`src/rtl/multicycle_ctrl_pkg.sv`:
```
// Shared types and encodings for the multicycle fetch/decode/execute controller.
// Holds the state enum, instruction codes, select one-hots and the output bundle.
package multicycle_ctrl_pkg;

  typedef enum logic [4:0] {
    S_RST, S_IDLE, S_IF1, S_IF2, S_UPDPC, S_DEC,
    S_MOVI, S_GETA, S_GETB, S_ALU, S_WRR,
    S_LDA, S_LDC, S_LDAD, S_LDM, S_LDW,
    S_STA, S_STC, S_STAD, S_STB, S_STB2, S_STM,
    S_DONE, S_HALT, S_ERR
  } state_t;

  // {opcode, op} as seen by the decoder
  localparam logic [4:0] OP_MOVI = 5'b11010;
  localparam logic [4:0] OP_MOVR = 5'b11000;
  localparam logic [2:0] OPC_ALU = 3'b101;
  localparam logic [4:0] OP_CMP  = 5'b10101;
  localparam logic [4:0] OP_LDR  = 5'b01100;
  localparam logic [4:0] OP_STR  = 5'b10000;
  localparam logic [4:0] OP_HALT = 5'b11100;

  localparam logic [2:0] NSEL_RN = 3'b100;
  localparam logic [2:0] NSEL_RD = 3'b010;
  localparam logic [2:0] NSEL_RM = 3'b001;

  localparam logic [3:0] VSEL_MDATA  = 4'b1000;
  localparam logic [3:0] VSEL_SXIMM8 = 4'b0100;
  localparam logic [3:0] VSEL_PC     = 4'b0010;
  localparam logic [3:0] VSEL_C      = 4'b0001;

  localparam logic [1:0] MEM_NONE  = 2'b00;
  localparam logic [1:0] MEM_READ  = 2'b01;
  localparam logic [1:0] MEM_WRITE = 2'b10;

  typedef struct packed {
    logic [1:0] mem_cmd;
    logic [2:0] nsel;
    logic [3:0] vsel;
    logic       loada;
    logic       loadb;
    logic       loadc;
    logic       loads;
    logic       asel;
    logic       bsel;
    logic       write;
    logic       w;
    logic       halted;
    logic       err;
    logic       fetch;
  } ctrl_t;

  // Output pattern for a state; ALU needs the instruction to pick MOV-reg/CMP behaviour.
  function automatic ctrl_t state_outputs(input state_t st, input logic [4:0] instr_op);
    ctrl_t c;
    c = '0;
    case (st)
      S_IDLE:  c.w = 1'b1;
      S_IF1, S_IF2: begin
        c.mem_cmd = MEM_READ;
        c.fetch   = 1'b1;
      end
      S_MOVI: begin
        c.nsel  = NSEL_RN;
        c.vsel  = VSEL_SXIMM8;
        c.write = 1'b1;
      end
      S_GETA, S_LDA, S_STA: begin
        c.nsel  = NSEL_RN;
        c.loada = 1'b1;
      end
      S_GETB: begin
        c.nsel  = NSEL_RM;
        c.loadb = 1'b1;
      end
      S_ALU: begin
        c.asel  = (instr_op == OP_MOVR);
        c.loads = (instr_op == OP_CMP);
        c.loadc = (instr_op != OP_CMP);
      end
      S_WRR: begin
        c.nsel  = NSEL_RD;
        c.vsel  = VSEL_C;
        c.write = 1'b1;
      end
      S_LDC, S_STC: begin
        c.bsel  = 1'b1;
        c.loadc = 1'b1;
      end
      S_LDM:   c.mem_cmd = MEM_READ;
      S_LDW: begin
        c.nsel  = NSEL_RD;
        c.vsel  = VSEL_MDATA;
        c.write = 1'b1;
      end
      S_STB: begin
        c.nsel  = NSEL_RD;
        c.loadb = 1'b1;
      end
      S_STB2: begin
        c.asel  = 1'b1;
        c.loadc = 1'b1;
      end
      S_STM:   c.mem_cmd = MEM_WRITE;
      S_HALT:  c.halted = 1'b1;
      S_ERR:   c.err = 1'b1;
      default: c = '0;
    endcase
    return c;
  endfunction

endpackage

```
`src/rtl/multicycle_ctrl_mem_wait_timer.sv`:
```
// Counts consecutive not-ready cycles of one memory access; expired flags the
// miss that brings the count up to MEM_TIMEOUT.
module mem_wait_timer
  import multicycle_ctrl_pkg::*;
#(
  parameter int MEM_TIMEOUT = 15
) (
  input  logic clk,
  input  logic reset,
  input  logic clear,
  input  logic count,
  output logic expired
);

  logic [7:0] cnt;

  always_ff @(posedge clk) begin
    if (reset || clear) begin
      cnt <= '0;
    end else if (count) begin
      cnt <= cnt + 8'd1;
    end
  end

  assign expired = count && (cnt == 8'(MEM_TIMEOUT - 1));

endmodule

```
`src/rtl/multicycle_ctrl.sv`:
```
// Fetch/decode/execute sequencer for the simple RISC datapath: owns the PC, the
// memory command bus and every datapath strobe.
module multicycle_ctrl
  import multicycle_ctrl_pkg::*;
#(
  parameter int PC_W        = 9,
  parameter int AUTO_RUN    = 1,
  parameter int MEM_TIMEOUT = 15,
  parameter int RESET_PC    = 0
) (
  input  logic            clk,
  input  logic            reset,
  input  logic            s,
  input  logic [2:0]      opcode,
  input  logic [1:0]      op,
  input  logic            mem_ready,
  input  logic [PC_W-1:0] alu_addr,
  output logic [1:0]      mem_cmd,
  output logic [PC_W-1:0] mem_addr,
  output logic            load_ir,
  output logic [2:0]      nsel,
  output logic [3:0]      vsel,
  output logic            loada,
  output logic            loadb,
  output logic            loadc,
  output logic            loads,
  output logic            asel,
  output logic            bsel,
  output logic            write,
  output logic [PC_W-1:0] pc,
  output logic            w,
  output logic            halted,
  output logic            err
);

  // state        | meaning
  // RST/IDLE     | after reset / waiting for s (step mode)
  // IF1/IF2      | fetch request / wait for instruction word
  // UPDPC/DEC    | advance pc / decode {opcode,op}
  // MOVI..WRR    | immediate move and register ALU ops
  // LD*/ST*      | address calc, memory wait, writeback
  // DONE/HALT/ERR| end of instruction / sticky stop / sticky trap

  state_t          state;
  state_t          nxt;
  ctrl_t           ctrl;
  logic [PC_W-1:0] addr;
  logic [4:0]      instr_op;
  logic            in_wait;
  logic            tmr_expired;
  logic            next_after_done;

  assign instr_op        = {opcode, op};
  assign in_wait         = (state == S_IF2) || (state == S_LDM) || (state == S_STM);
  assign next_after_done = (AUTO_RUN != 0);

  mem_wait_timer #(
    .MEM_TIMEOUT(MEM_TIMEOUT)
  ) u_wait_timer (
    .clk    (clk),
    .reset  (reset),
    .clear  (!in_wait),
    .count  (in_wait && !mem_ready),
    .expired(tmr_expired)
  );

  always_comb begin
    nxt = state;
    case (state)
      S_RST:   nxt = next_after_done ? S_IF1 : S_IDLE;
      S_IDLE:  nxt = s ? S_IF1 : S_IDLE;
      S_IF1:   nxt = S_IF2;
      S_IF2: begin
        if (mem_ready)        nxt = S_UPDPC;
        else if (tmr_expired) nxt = S_ERR;
      end
      S_UPDPC: nxt = S_DEC;
      S_DEC: begin
        if (instr_op == OP_MOVI)           nxt = S_MOVI;
        else if (instr_op == OP_MOVR)      nxt = S_GETB;
        else if (instr_op[4:2] == OPC_ALU) nxt = S_GETA;
        else if (instr_op == OP_LDR)       nxt = S_LDA;
        else if (instr_op == OP_STR)       nxt = S_STA;
        else if (instr_op == OP_HALT)      nxt = S_HALT;
        else                               nxt = S_ERR;
      end
      S_MOVI:  nxt = S_DONE;
      S_GETA:  nxt = S_GETB;
      S_GETB:  nxt = S_ALU;
      S_ALU:   nxt = (instr_op == OP_CMP) ? S_DONE : S_WRR;
      S_WRR:   nxt = S_DONE;
      S_LDA:   nxt = S_LDC;
      S_LDC:   nxt = S_LDAD;
      S_LDAD:  nxt = S_LDM;
      S_LDM: begin
        if (mem_ready)        nxt = S_LDW;
        else if (tmr_expired) nxt = S_ERR;
      end
      S_LDW:   nxt = S_DONE;
      S_STA:   nxt = S_STC;
      S_STC:   nxt = S_STAD;
      S_STAD:  nxt = S_STB;
      S_STB:   nxt = S_STB2;
      S_STB2:  nxt = S_STM;
      S_STM: begin
        if (mem_ready)        nxt = S_DONE;
        else if (tmr_expired) nxt = S_ERR;
      end
      S_DONE:  nxt = next_after_done ? S_IF1 : S_IDLE;
      S_HALT:  nxt = S_HALT;
      S_ERR:   nxt = S_ERR;
      default: nxt = S_ERR;
    endcase
  end

  // Strobes are registered from the next state so they are glitch-free Moore outputs.
  always_ff @(posedge clk) begin
    if (reset) begin
      state <= S_RST;
      ctrl  <= '0;
      pc    <= PC_W'(RESET_PC);
      addr  <= '0;
    end else begin
      state <= nxt;
      ctrl  <= state_outputs(nxt, instr_op);
      if (state == S_UPDPC) begin
        pc <= pc + PC_W'(1);
      end
      if ((state == S_LDAD) || (state == S_STAD)) begin
        addr <= alu_addr;
      end
    end
  end

  // The IR must capture the word in the very cycle memory presents it.
  assign load_ir  = (state == S_IF2) && mem_ready && !reset;
  assign mem_addr = ctrl.fetch ? pc : addr;
  assign mem_cmd  = ctrl.mem_cmd;
  assign nsel     = ctrl.nsel;
  assign vsel     = ctrl.vsel;
  assign loada    = ctrl.loada;
  assign loadb    = ctrl.loadb;
  assign loadc    = ctrl.loadc;
  assign loads    = ctrl.loads;
  assign asel     = ctrl.asel;
  assign bsel     = ctrl.bsel;
  assign write    = ctrl.write;
  assign w        = ctrl.w;
  assign halted   = ctrl.halted;
  assign err      = ctrl.err;

endmodule
```
`config.mk`:
```
export PLATFORM = sky130hd
export DESIGN_NAME = multicycle_ctrl
export DESIGN_NICKNAME = d
export VERILOG_FILES = /design/src/rtl/multicycle_ctrl_pkg.sv /design/src/rtl/multicycle_ctrl_mem_wait_timer.sv /design/src/rtl/multicycle_ctrl.sv
export SDC_FILE = /design/constraint.sdc
export NUM_CORES = 1
export LEC_CHECK = 0
export CAP_MARGIN = 40
export CELL_PAD_IN_SITES_DETAIL_PLACEMENT = 0
export CELL_PAD_IN_SITES_GLOBAL_PLACEMENT = 1
export CORE_MARGIN = 4
export CORE_UTILIZATION = 50
export DETAILED_ROUTE_END_ITERATION = 10
export DONT_BUFFER_PORTS = 1
export GPL_ROUTABILITY_DRIVEN = 0
export GPL_TIMING_DRIVEN = 0
export HOLD_SLACK_MARGIN = 0.05
export PLACE_DENSITY = 0.8
export SLEW_MARGIN = 10
export SYNTH_ARGS = -nofsm -noshare
export SYNTH_HDL_FRONTEND = slang
export SYNTH_SLANG_ARGS = --single-unit
```
`constraint.sdc`:
```
create_clock -name clk -period 5.9 [get_ports clk]
set_clock_uncertainty 0.15 [all_clocks]
set_input_delay 0.295 -clock clk [delete_from_list [all_inputs] [get_ports clk]]
set_output_delay 0.295 -clock clk [all_outputs]
set_load 0.03 [all_outputs]
```
==> results of run 1 <==
[layout make-up]
| cell class | count | area share, % |
|---|---|---|
| Buffer | 32 | 6.00 |
| Clock buffer | 5 | 2.16 |
| Clock inverter | 3 | 1.53 |
| Inverter | 8 | 0.942 |
| Multi-Input combinational cell | 246 | 51.1 |
| Sequential cell | 50 | 31.4 |
| Tap cell | 72 | 2.82 |
| Timing Repair Buffer | 13 | 4.08 |
[per-stage QoR]
stage / cells / utilization [%] / power, mW
floorplan: 336 / - / 0.816
global placement: 408 / 53.3 / 0.912
detailed placement: 408 / 53.4 / 0.915
CTS: 429 / 57.9 / 1.17
global route: 429 / 57.9 / 1.25
finish: 429 / 57.9 / 1.17
[routing by layer]
| layer | global-route usage (%) | part of all wire [%] | vias up |
|---|---|---|---|
| met1 | 25.3 | 45 | 1146 |
| li1 | - | - | 1211 |
| met5 | 0 | 0 | - |
| met4 | 6.73 | 1.5 | 0 |
| met2 | 31.9 | 46 | 89 |
| met3 | 5.46 | 7.5 | 12 |
[flip-flops by register name, summed over array words and instances (netlist names)]
name and cells:
state 5, w 1, ctrl 1, vsel 3, err 1, halted 1, pc 9, loadc 1
write 1, u_wait_timer.cnt 8, loada 1, loadb 1, nsel 3, asel 1, bsel 1, mem_cmd 2
loads 1, addr 9
[worst max-delay path, stage by stage (launching register included)]
cell       delay, ps
dfxtp_1          380
buf_2            260
buf_6            180
mux2_2           330
o22ai_1          190
a2bb2oi_1        100
nand4b_1         210
buf_2            270
xor2_1           170
nand4_1          110
a21oi_1          150
[how the worst min path moves through the flow]
stage / end / cells after the start
2_1_floorplan: addr[0] / 2
3_3_place_gp: addr[1] / 2
3_5_place_dp: addr[5] / 2
4_1_cts: mem_cmd[0] / 2
5_1_grt: mem_cmd[0] / 2
6_report: mem_cmd[0] / 2
[what timing repair did]
| item | CTS | global route |
|---|---|---|
| hold buffers | 13 | 0 |
| hold endpoints to repair | 13 | 0 |
| endpoints found under the setup margin | 0 | 0 |
| resized for setup | 0 | 0 |
[cell families (layout without fill, tap and decap cells)]
group	count (synthesis)	count (layout)	synth area share, %
other	1	1	0.132
adders and majority gates	3	3	1.32
and+or+nand+nor	149	149	28.9
xor gates and xnor gates	15	15	4.62
muxes	21	21	7.87
AOI/OAI and AO/OA	57	57	14.2
buffers and inverters	40	61	7.78
DFF	50	50	35.2
[report_power, final]
| group | switching [mW] | internal [mW] | total, mW |
|---|---|---|---|
| Clock | 0.122 | 0.129 | 0.252 |
| Sequential | 0.0406 | 0.375 | 0.415 |
| Combinational | 0.305 | 0.200 | 0.505 |
[layout by cell type (no fill, tap or decap), types with 2 or more instances in the layout]
master / count
a211oi_1: 3
a21o_1: 2
a21oi_1: 14
a31oi_1: 2
and2_1: 2
and3_1: 4
and3b_1: 3
and4_1: 2
buf_2: 12
buf_4: 11
buf_6: 2
clkbuf_1: 7
clkbuf_8: 5
dfxtp_1: 50
dlygate4sd3_1: 13
ha_1: 3
inv_1: 8
mux2_2: 11
mux2i_1: 10
nand2_1: 20
nand2b_1: 9
nand3_1: 12
nand3b_1: 2
nand4_1: 6
nand4b_1: 3
nor2_1: 42
nor2b_1: 8
nor3_1: 11
nor3b_1: 2
o21a_1: 3
o21ai_0: 10
o22ai_1: 2
o31a_1: 2
or2_1: 2
or3_1: 5
xnor2_1: 4
xor2_1: 11
==> flow_summary.yaml, run 1 <==
yosys:
  synth-seq-cells: 50
  yosysTopAreaCell: "dfxtp_1"
  syn_nets: 357
  synth_edf_count: 0
  synth_cell_types: 70
  yosysMostFrequentCell: "dfxtp_1"
  synthTopCellsByCount: "dfxtp_1, nor2_1, nand2_1"
  synthesis.instances: 336
  yosys_warnings: 0
  synth-seq-area-share_pct: 35.2
  synthTopCellsByArea: "dfxtp_1, nor2_1, mux2_2"
  synth_top_area_share_pct: 35.2
  synthArstFlopShare_pct: 0
  synth_area_um2: 2850
  avgSynthCellArea_um2: 8.47
  synth-main-ff-cell: "dfxtp_1"
routing:
  drt-wirelength-per-cell_um: 15.6
  vias: 2458
  dr.pass1.iters: 4
  drtAntennaViolNets: 0
  drc: 0
  wl_mm: 6.69
  vias_per_cell: 5.73
  drt_iter0_markers: 201
setup_path:
  r2r-start: "state[3]"
  cp-startpoint: "state[3]"
  critPathLaunchType: "register"
  critical_path_arrival_ps: 2640
  endpoint_kind: "register"
  reg2reg_slack_ps: 3350
  worst_r2r_endpoint: "loada"
  cp_max_fo: 10
  endpoint: "loada"
  crit_required_ps: 5990
  rr_worst_depth: 10
  worstSetupPathType: "reg2reg"
floorplanning:
  die_y_um: 83.4
  die_w_um: 83.4
  dieArea_um2: 6960
  num_rows: 27
  io_pins: 56
  initial_core_util_pct: 51.7
  placeableCoreArea_um2: 5510
cells_and_area:
  area_growth_pct: 12.1
  nNetsFinal: 377
  drive_gt1_share_pct: 16.2
  multi_input_area_um2: 1630
  antenna-diode-count: 0
  design_area_um2: 3190
  regArea_um2: 1000
  fillers: 534
timing:
  fin_setup_tns_ps: 0
  fmax_ghz: 0.393
  hold_ws_ps: 96.4
  rsz0062_at_grt: "no"
  finalMaxSlewViolations: 0
  setup_viol: 0
  worst_pin_slew_ps: 819
  finalHoldViolCount: 0
  slew_headroom_pct: 45.0
  fin_ws_ps: 3350
  post-route-min-period_ps: 2550
  fin_crit_sh_pct: 43.2
global_routing:
  grt_pass1_vias: 2312
  grt_overflow_total: 0
  grt_max_degree: 18
  track_usage_pct: 19.7
  grt_pass1_wl_mm: 11.5
  antenna_found_initial: 0
place:
  io_buffer_count: 0
  place_area_um2: 2940
  pre_cts_ws_ps: 3390
  dpl.hpwl_mm: 4.91
clock_tree:
  clock-sinks: 50
  numCtsBuffers: 5
  clockBufferDepth: 2
  clk_latency_ps: 310
  cts_setup_buffers: 0
  clkTransAtPathRegs_ps: 100
  cts-root-buf: "clkbuf_8"
  htreeDepth: 2
  cts_tree: "done"
worst_hold_path:
  min-delay-start: "reset"
  holdCritPathClass: "in2reg"
power_and_ir_drop:
  power.leakage_nw: 1.23
  ir_worst_vdd_uv: 162
  powerDensity_nw_per_um2: 367
run:
  cap_violations: 0
run_status:
  outcome: "finished clean"
Power figures use the tool's default switching activity.
==> inputs of run 2 (changes only) <==
--- a/config.mk
+++ b/config.mk
@@ -9,13 +9,13 @@
 export CELL_PAD_IN_SITES_DETAIL_PLACEMENT = 0
 export CELL_PAD_IN_SITES_GLOBAL_PLACEMENT = 1
 export CORE_MARGIN = 4
-export CORE_UTILIZATION = 50
+export CORE_UTILIZATION = 42
 export DETAILED_ROUTE_END_ITERATION = 10
 export DONT_BUFFER_PORTS = 1
 export GPL_ROUTABILITY_DRIVEN = 0
 export GPL_TIMING_DRIVEN = 0
 export HOLD_SLACK_MARGIN = 0.05
-export PLACE_DENSITY = 0.8
+export PLACE_DENSITY = 0.72
 export SLEW_MARGIN = 10
 export SYNTH_ARGS = -nofsm -noshare
 export SYNTH_HDL_FRONTEND = slang
==> constraint.sdc (replaced) <==
create_clock -name clk -period 2.07 [get_ports clk]
set_clock_uncertainty 0.15 [all_clocks]
set_input_delay 0.1035 -clock clk [delete_from_list [all_inputs] [get_ports clk]]
set_output_delay 0.1035 -clock clk [all_outputs]
set_load 0.03 [all_outputs]
==> flow_summary.yaml, run 2 (synthesized netlist as in run 1, its figures left out) <==
run_status:
  outcome: "finished, violations left"
  violations: "setup timing"
clock_tree:
  clockBufferDepth: 2
  clock-sinks: 50
  htreeDepth: 2
  numCtsBuffers: 5
  clkTransAtPathRegs_ps: 90
  cts_tree: "done"
  clk_latency_ps: 290
  cts-root-buf: "clkbuf_8"
setup_path:
  slowest_delay_ps: 390
  crit_chain: "buf_8 > clkbuf_2 > nand2b_1 > nor2_1 > a211oi_2 > and4_4 > and2_4 > or3b_4 > nor3_2"
  crit_slowest_cell: "or3b_4"
  cp_max_fo: 7
  worst_r2r_endpoint: "vsel[0]"
  cp-startpoint: "state[3]"
  worstSetupPathType: "reg2reg"
  critPathLaunchType: "register"
  critical_path_arrival_ps: 2480
  r2r-start: "state[3]"
  reg2reg_slack_ps: -330
  crit_required_ps: 2150
  rr_worst_depth: 9
  endpoint_kind: "register"
floorplanning:
  die_y_um: 90.3
  placeableCoreArea_um2: 6460
  num_rows: 29
  die_w_um: 90.3
  initial_core_util_pct: 44.1
  io_pins: 56
  dieArea_um2: 8150
timing:
  finalHoldViolCount: 0
  setup_viol: 22
  post-route-min-period_ps: 2400
  slew_headroom_pct: 57.8
  fmax_ghz: 0.416
  finalMaxSlewViolations: 0
  hold_ws_ps: 71.9
  worst_pin_slew_ps: 633
  fin_setup_tns_ps: -4580
  fin_ws_ps: -332
  rsz0062_at_grt: "yes"
  fin_crit_sh_pct: 116
run:
  cap_violations: 0
routing:
  drc: 0
  wl_mm: 7.61
  drtAntennaViolNets: 0
  vias: 2568
  drt-wirelength-per-cell_um: 16.5
  dr.pass1.iters: 4
  drt_iter0_markers: 163
  vias_per_cell: 5.56
global_routing:
  grt_max_degree: 15
  track_usage_pct: 17.7
  grt_pass1_wl_mm: 12.1
  grt_overflow_total: 0
  antenna_found_initial: 0
  grt_pass1_vias: 2430
place:
  placedCellCount: 413
  dpl.hpwl_mm: 5.09
  place_area_um2: 2980
  pre_cts_ws_ps: -449
  io_buffer_count: 0
cells_and_area:
  reg_top3: "addr (9), pc (9), u_wait_timer.cnt (8)"
  area_growth_pct: 32.2
  final_common_cell: "dfxtp_1"
  design_area_um2: 3760
  fillers: 586
  nNetsFinal: 406
  drive_gt1_share_pct: 34.3
  fin_cells: 462
  layout_common_cells: "dfxtp_1, nor2_1, buf_4"
  antenna-diode-count: 0
  fin_util_pct: 58.2
worst_hold_path:
  hold-path-cell-count: 3
  min_to: "loads"
  holdCritPathClass: "in2reg"
  min-delay-start: "op[1]"
power_and_ir_drop:
  power_mw: 3.96
  powerDensity_nw_per_um2: 1050
  ir_worst_vdd_uv: 395
  power.leakage_nw: 1.49
run 2: cell count changes in the layout (fill, tap and decap cells not counted), sizes merged:
cell         delta
clkbuf          +1
bufinv          -1
clkinvlp        -1
clkinv          +2
inv             -1
buf            +27
dlygate4sd3     +1
run 2: power breakdown:
group | internal (mW) | switching, mW | leakage, nW
logic | 1.04 | 1.19 | 1.04
clock network | 0.228 | 0.310 | 0.0438
registers | 1.07 | 0.116 | 0.407
total | 2.34 | 1.62 | 1.49
run 2: worst max-delay path: cells and delay by family, from the launching register on:
| kind | cells | cell delay, ps |
|---|---|---|
| AOI/OAI and AO/OA | 1 | 220 |
| buffers and inverters | 2 | 280 |
| DFF | 1 | 370 |
| and+or+nand+nor | 6 | 1300 |
run 2: final cells by class:
cell class | count | area, µm² | area share (%)
Buffer | 30 | 249 | 6.62
Clock inverter | 2 | 10.0 | 0.266
Clock buffer | 5 | 68.8 | 1.83
Tap cell | 77 | 96.3 | 2.56
Inverter | 8 | 30.0 | 0.798
Multi-Input combinational cell | 246 | 1920 | 51.0
Timing Repair Buffer | 44 | 378 | 10.0
Sequential cell | 50 | 1010 | 26.9
run 2: worst max path at each step:
stage          cells past startpoint  endpoint
6_report                           9   vsel[0]
3_3_place_gp                      10     loada
4_1_cts                            9     loads
3_5_place_dp                      10     loada
2_1_floorplan                     10   vsel[0]
5_1_grt                           10     loada
run 2: routing by layer:
layer | global-route usage, % | share of wire (%) | vias up
met2 | 30.4 | 50 | 66
met4 | 2.04 | 0.53 | 0
met1 | 22.9 | 44 | 1228
met3 | 4.75 | 5.7 | 6
li1 | - | - | 1268
met5 | 0 | 0 | -
run 2: timing repair:
action                                  CTS  global route
resized for setup                        38            50
buffers inserted                         11            20
pin swaps                                10            18
cloned                                    1             0
hold buffers                             14             0
endpoints found under the setup margin   29            35
hold endpoints to repair                 20             0
